**src/rtl/gmii_mac.sv**
```systemverilog
// GMII RX->TX loopback that forwards only IPv4 frames addressed to ip2, DELAY+1 cycles later.
// No backpressure: a parser decision per frame is queued and applied when the delayed frame head exits.
module gmii_mac #(
    parameter logic [31:0] ip2      = 32'hC0A86466,
    parameter logic [7:0]  SFD      = 8'h5D,
    parameter int          MIN_PRE  = 7,
    parameter int          MAX_VLAN = 2,
    parameter int          DELAY    = 64
) (
    input  logic       rx_clk,
    input  logic       reset,
    input  logic       sys_clk,
    input  logic [7:0] rxd,
    input  logic       rxdv,
    input  logic       rxer,
    output logic       gtx_clk,
    output logic [7:0] txd,
    output logic       txen
);

    typedef enum logic [2:0] {
        S_IDLE, S_PRE, S_DMAC, S_SMAC, S_ETYPE, S_VLAN, S_IP, S_WAIT
    } state_t;

    localparam logic [4:0] MIN_PRE_W  = 5'(MIN_PRE);
    localparam logic [1:0] MAX_VLAN_W = 2'(MAX_VLAN);

    logic unused_sys_clk;
    assign unused_sys_clk = sys_clk;
    assign gtx_clk        = rx_clk;

    state_t      state_q, state_d;
    logic [4:0]  cnt_q, cnt_d;
    logic [7:0]  etype_hi_q, etype_hi_d;
    logic [1:0]  vlan_q, vlan_d;
    logic [23:0] dst_q, dst_d;
    logic        push, push_pass, do_drop;

    always_comb begin
        state_d    = state_q;
        cnt_d      = cnt_q;
        etype_hi_d = etype_hi_q;
        vlan_d     = vlan_q;
        dst_d      = dst_q;
        push       = 1'b0;
        push_pass  = 1'b0;
        do_drop    = 1'b0;
        if (!rxdv) begin
            // Frame ended before a decision: a truncated frame still owes one DROP.
            if (state_q != S_IDLE && state_q != S_WAIT)
                do_drop = 1'b1;
            state_d = S_IDLE;
        end else if (state_q == S_IDLE) begin
            if (rxd == 8'h55 && !rxer) begin
                state_d = S_PRE;
                cnt_d   = 5'd1;
            end else begin
                do_drop = 1'b1;
            end
        end else if (rxer && state_q != S_WAIT) begin
            do_drop = 1'b1;
        end else begin
            unique case (state_q)
                S_PRE: begin
                    if (rxd == 8'h55) begin
                        if (cnt_q != 5'd31)
                            cnt_d = cnt_q + 5'd1;
                    end else if (rxd == SFD && cnt_q >= MIN_PRE_W) begin
                        state_d = S_DMAC;
                        cnt_d   = 5'd0;
                        vlan_d  = 2'd0;
                    end else begin
                        do_drop = 1'b1;
                    end
                end
                S_DMAC, S_SMAC: begin
                    if (cnt_q == 5'd5) begin
                        state_d = (state_q == S_DMAC) ? S_SMAC : S_ETYPE;
                        cnt_d   = 5'd0;
                    end else begin
                        cnt_d = cnt_q + 5'd1;
                    end
                end
                S_ETYPE: begin
                    if (cnt_q == 5'd0) begin
                        etype_hi_d = rxd;
                        cnt_d      = 5'd1;
                    end else if ({etype_hi_q, rxd} == 16'h8100 && vlan_q < MAX_VLAN_W) begin
                        state_d = S_VLAN;
                        cnt_d   = 5'd0;
                        vlan_d  = vlan_q + 2'd1;
                    end else if ({etype_hi_q, rxd} == 16'h0800) begin
                        state_d = S_IP;
                        cnt_d   = 5'd0;
                    end else begin
                        do_drop = 1'b1;
                    end
                end
                S_VLAN: begin
                    if (cnt_q == 5'd1) begin
                        state_d = S_ETYPE;
                        cnt_d   = 5'd0;
                    end else begin
                        cnt_d = cnt_q + 5'd1;
                    end
                end
                S_IP: begin
                    if (cnt_q == 5'd19) begin
                        push      = 1'b1;
                        push_pass = ({dst_q, rxd} == ip2);
                        state_d   = S_WAIT;
                    end else begin
                        if (cnt_q >= 5'd16)
                            dst_d = {dst_q[15:0], rxd};
                        cnt_d = cnt_q + 5'd1;
                    end
                end
                default: ;
            endcase
        end
        if (do_drop) begin
            push      = 1'b1;
            push_pass = 1'b0;
            if (rxdv)
                state_d = S_WAIT;
        end
    end

    always_ff @(posedge rx_clk or posedge reset) begin
        if (reset) begin
            state_q    <= S_IDLE;
            cnt_q      <= '0;
            etype_hi_q <= '0;
            vlan_q     <= '0;
            dst_q      <= '0;
        end else begin
            state_q    <= state_d;
            cnt_q      <= cnt_d;
            etype_hi_q <= etype_hi_d;
            vlan_q     <= vlan_d;
            dst_q      <= dst_d;
        end
    end

    logic [8:0] dly_q [DELAY];

    always_ff @(posedge rx_clk or posedge reset) begin
        if (reset) begin
            for (int i = 0; i < DELAY; i++)
                dly_q[i] <= '0;
        end else begin
            dly_q[0] <= {rxdv, rxd};
            for (int i = 1; i < DELAY; i++)
                dly_q[i] <= dly_q[i-1];
        end
    end

    logic       dly_dv;
    logic [7:0] dly_d;
    assign dly_dv = dly_q[DELAY-1][8];
    assign dly_d  = dly_q[DELAY-1][7:0];

    // Decision FIFO: one bit per frame, head consumed as the delayed frame starts.
    logic       fifo_q [4];
    logic [1:0] wr_q, rd_q;
    logic [2:0] fcnt_q, fcnt_d;
    logic       dly_dv_prev_q, keep_q, keep_d;
    logic       dly_rise, pop, push_ok;
    logic       txen_q, txen_d;
    logic [7:0] txd_q, txd_d;

    always_comb begin
        dly_rise = dly_dv && !dly_dv_prev_q;
        pop      = dly_rise && (fcnt_q != 3'd0);
        push_ok  = push && ((fcnt_q != 3'd4) || pop);
        fcnt_d   = fcnt_q;
        case ({push_ok, pop})
            2'b10:   fcnt_d = fcnt_q + 3'd1;
            2'b01:   fcnt_d = fcnt_q - 3'd1;
            default: fcnt_d = fcnt_q;
        endcase
        keep_d = keep_q;
        if (dly_rise)
            keep_d = pop ? fifo_q[rd_q] : 1'b0;
        txen_d = dly_dv && keep_d;
        txd_d  = txen_d ? dly_d : 8'h00;
    end

    always_ff @(posedge rx_clk or posedge reset) begin
        if (reset) begin
            for (int i = 0; i < 4; i++)
                fifo_q[i] <= 1'b0;
            wr_q          <= '0;
            rd_q          <= '0;
            fcnt_q        <= '0;
            dly_dv_prev_q <= 1'b0;
            keep_q        <= 1'b0;
            txen_q        <= 1'b0;
            txd_q         <= '0;
        end else begin
            if (push_ok) begin
                fifo_q[wr_q] <= push_pass;
                wr_q         <= wr_q + 2'd1;
            end
            if (pop)
                rd_q <= rd_q + 2'd1;
            fcnt_q        <= fcnt_d;
            dly_dv_prev_q <= dly_dv;
            keep_q        <= keep_d;
            txen_q        <= txen_d;
            txd_q         <= txd_d;
        end
    end

    assign txen = txen_q;
    assign txd  = txd_q;

endmodule

```
**config.mk**
```make
export PLATFORM = sky130hd
export DESIGN_NAME = gmii_mac
export DESIGN_NICKNAME = d
export VERILOG_FILES = /design/src/rtl/gmii_mac.sv
export SDC_FILE = /design/constraint.sdc
export NUM_CORES = 1
export LEC_CHECK = 0
export ABC_AREA = 1
export CAP_MARGIN = 20
export CORE_AREA = 2 2 214 216
export CTS_BUF_LIST = sky130_fd_sc_hd__clkbuf_8
export DETAILED_ROUTE_END_ITERATION = 10
export DIE_AREA = 0 0 216 218
export SLEW_MARGIN = 30
export SYNTH_ARGS = -nofsm -noshare
export SYNTH_HDL_FRONTEND = slang
export SYNTH_SLANG_ARGS = --single-unit
```
**constraint.sdc**
```tcl
create_clock -name rx_clk -period 46.8 [get_ports rx_clk]
set_clock_uncertainty 0.1 [all_clocks]
set_input_delay 9.36 -clock rx_clk [delete_from_list [all_inputs] [get_ports rx_clk]]
set_output_delay 9.36 -clock rx_clk [all_outputs]
set_load 0.03 [all_outputs]
```
# Word-level counts from Yosys, hierarchy flattened
# Index checks and enable logic that the tools add are counted.
[classes]
mul = 0
order_cmp = 6
shift = 0
div_mod_pow = 0
bitwise_logic = 5
n_reduce_logical = 25
n_addsub = 6
eq_ne = 29
mux = 67
[op_table]
columns = ["op", "n"]
rows = [
  ["$mux 5", 12],
  ["$mux 3", 15],
  ["$eq 32x32->1 const B", 1],
  ["$mux 1", 27],
  ["$pmux 5 s5", 1],
  ["$eq 16x12->1 const B", 1],
  ["$eq 16x16->1 const B", 1],
  ["$eq 8x7->1 const B", 2],
  ["$reduce_and 8->1", 2],
  ["$pmux 3 s5", 1],
  ["$logic_and 1x1->1", 10],
  ["$ne 2x2->1 const B", 5],
  ["$ne 5x5->1 const B", 2],
  ["$eq 3x3->1 const B", 3],
  ["$ne 3x3->1 const B", 3],
  ["$mux 2", 4],
  ["$mux 8", 1],
  ["$ne 4x4->1 const B", 2],
  ["$add 2x1->2 const B", 3],
  ["$eq 3x2->1 const B", 2],
  ["$ge 3x3->1 const B", 2],
  ["$not 2->3", 2],
  ["$pmux 3 s2", 1],
  ["$reduce_and 6->1", 1],
  ["other kinds (29)", 34],
]
[word_totals]
ram_bits = 0
regBits = 640
latchBits = 0
rom_bits = 0
output_inout_bits = 10
n_memories = 0

# Logic depth before layout (Yosys ltp)
[depth]
word_depth = 12
ltp_mapped = 16
ltp_nobuf = 16

==> results.ini <==
[run_status]
status = finished, final reports clean

[global_route]
grt_max_degree = 189
grt_pass1_wl_um = 39300
grt_overflow = 0
antenna_found_initial = 0
track_usage = 0.103
grt_pass1_vias = 8013

[timing]
hold_viol_final = 0
worst_pin_slew_ns = 0.761
setup_ws_ns = 13.14
slew_headroom = 0.493
setup_tns_ns = 0
slew_viol_final = 0
rsz0062_at_grt = false
setup_viol = 0

[synthesis]
ys_warn_count = 0
synth_area_leaders = dfrtp_1 (90%), nand2_1 (1.7%), inv_1 (1.2%), nor2_1 (0.99%), nand3_1 (0.71%)
synth_ff_type = dfrtp_1
synth-edff-count = 0
synth_cell_types = 39
yosys.area.top_type = dfrtp_1
postSynth.asyncResetShare = 1.00
synth_area_um2 = 17700
synth_seq_cells = 640
syn_inst = 979
yosysSeqAreaShare = 0.903
synth.top_cell.area_share = 0.903
syn_avg_cell_area_um2 = 18.1
syn_nets = 1002

[layout]
layout_common_cells = dfrtp_1 (640), clkbuf_8 (118), inv_1 (93), nand2_1 (81), nor2_1 (47)
final_area_um2 = 20700
fin_nets = 1119
area_growth_syn_to_layout_pct = 16.5
diodes = 0
fin_util = 0.460
layout_commonest_cell = dfrtp_1
fill_cells = 3864
layout-drive-gt1-share = 0.141

[drt]
drt_iter0_drc = 573
remaining_drc_errors = 0
drt_wl_total_um = 21900
drtAntennaViolNets = 0
viasPerCell = 4.16
first_pass_iters = 4
wire_per_inst_um = 12.4
vias = 7356

[power_and_ir_drop]
ir_worst_vdd_v = 0.0000280
power_density_nw_per_um2 = 52.5
leakagePower_nw = 9.90

[cts]
cts_tree = yes
path_clk_slew_ns = 0.06
clkLatencyLatePin_ns = 0.75
cts_resized = 0
cts_setup_buffers = 0
hold_buffers = 0

[placed_design]
dp_slack_ns = 13.38
port_buffers = 21
placed_area_um2 = 18700
post-dp-hpwl_um = 11000
place_congestion = 0.785

[floorplanning]
core-area_um2 = 44900
dieArea_um2 = 47100
die_h_um = 218
num_rows = 78
start_util = 0.395
die_width_um = 216
ios = 23

[run]
maxCapViolations = 0

[setup_path]
cpPeakStageDelay_ns = 0.58
cp_common_cell = clkbuf_8
worst-path-buf-inv = 3
worstSetupStartpointType = clock port
cp_max_fo = 2
crit_type = clock port to primary output
crit_required_ns = 37.34
worst_setup_path_end_kind = primary output
path_cells = clkbuf_8 -> clkbuf_8 -> clkdlybuf4s50_1
worstPathArrival_ns = 24.20
cp_top_family = buffers and inverters
crit_slowest_cell = clkdlybuf4s50_1

[hold_path]
hp-class = register to register

## final cells by class
cell class                 instances  area, um^2  area share
sequential                       640       16000       0.775
clock buffer                     119        1630      0.0790
multi-input combinational        267        1440      0.0696
tap                              600         751      0.0363
timing repair buffer              27         297      0.0143
clock inverter                    50         289      0.0140
inverter                          64         248      0.0120
## final timing paths
check,end,slack (ns),from,depth (start not counted)
max in group asynchronous,dly_q[221],35.21,reset,5
min in group asynchronous,txen,9.00,reset,2
max,gtx_clk,13.14,rx_clk,3
min,dly_q[133],0.24,dly_q[142],0
max reg2reg,fcnt_q[2],43.85,cnt_q[0],15
min reg2reg,dly_q[133],0.24,dly_q[142],0
## logic make-up (layout without fill, tap and decap cells)
group	count (synthesis)	in the layout	share of synthesized area
AO/OA/AOI/OAI	58	58	0.0180
XOR/XNOR	5	5	0.00247
adder cells (fa/ha/maj)	10	10	0.00747
buffers and inverters	72	260	0.0163
flip-flops	640	640	0.903
multiplexers	4	4	0.00254
AND/OR/NAND/NOR	190	190	0.0506
## flip-flops by register name, indices dropped and copies added, names as in the netlist, 4 cells and up
signal,count
fifo_q,4
etype_hi_q,8
cnt_q,5
dst_q,24
dly_q,567
txd,8
dly_d,8
## metrics by stage
step / std cells / power [mW] / hold slack (ns)
final: 1767 / 1.09 / 0.240
after global routing: 1767 / 1.14 / 0.243
after CTS: 1766 / 1.11 / 0.231
after detailed placement: 1598 / 0.660 / 0.235
after global placement: 1598 / 0.658 / 0.232
after floorplan: 979 / 0.646 / 0.231
## cells in the mapped netlist, types with 2 or more instances
| library cell | number |
|---|---|
| a21oi_1 | 10 |
| buf_2 | 6 |
| dfrtp_1 | 640 |
| ha_1 | 9 |
| inv_1 | 59 |
| inv_2 | 4 |
| mux2_1 | 2 |
| mux2_2 | 2 |
| nand2_1 | 81 |
| nand2_2 | 3 |
| nand2_4 | 2 |
| nand3_1 | 25 |
| nand3_2 | 4 |
| nand3b_1 | 2 |
| nand4_1 | 15 |
| nor2_1 | 47 |
| nor2_2 | 2 |
| nor2_4 | 2 |
| nor4_1 | 2 |
| o211ai_1 | 2 |
| o21ai_0 | 18 |
| o21ai_1 | 22 |
| xnor2_1 | 2 |
| xor2_1 | 3 |
## layer usage
metal / track usage / part of all wire / up-vias
met5: 0 / 0 / -
met1: 0.148 / 0.49 / 3806
met2: 0.140 / 0.43 / 145
met4: 0.0534 / 0.030 / 0
met3: 0.0346 / 0.049 / 66
li1: - / - / 3339
## where the power goes
group	switching, mW	internal [mW]
logic	0.0362	0.0167
registers	0.0122	0.581
clock network	0.199	0.240
Power figures use the tool's default switching activity.
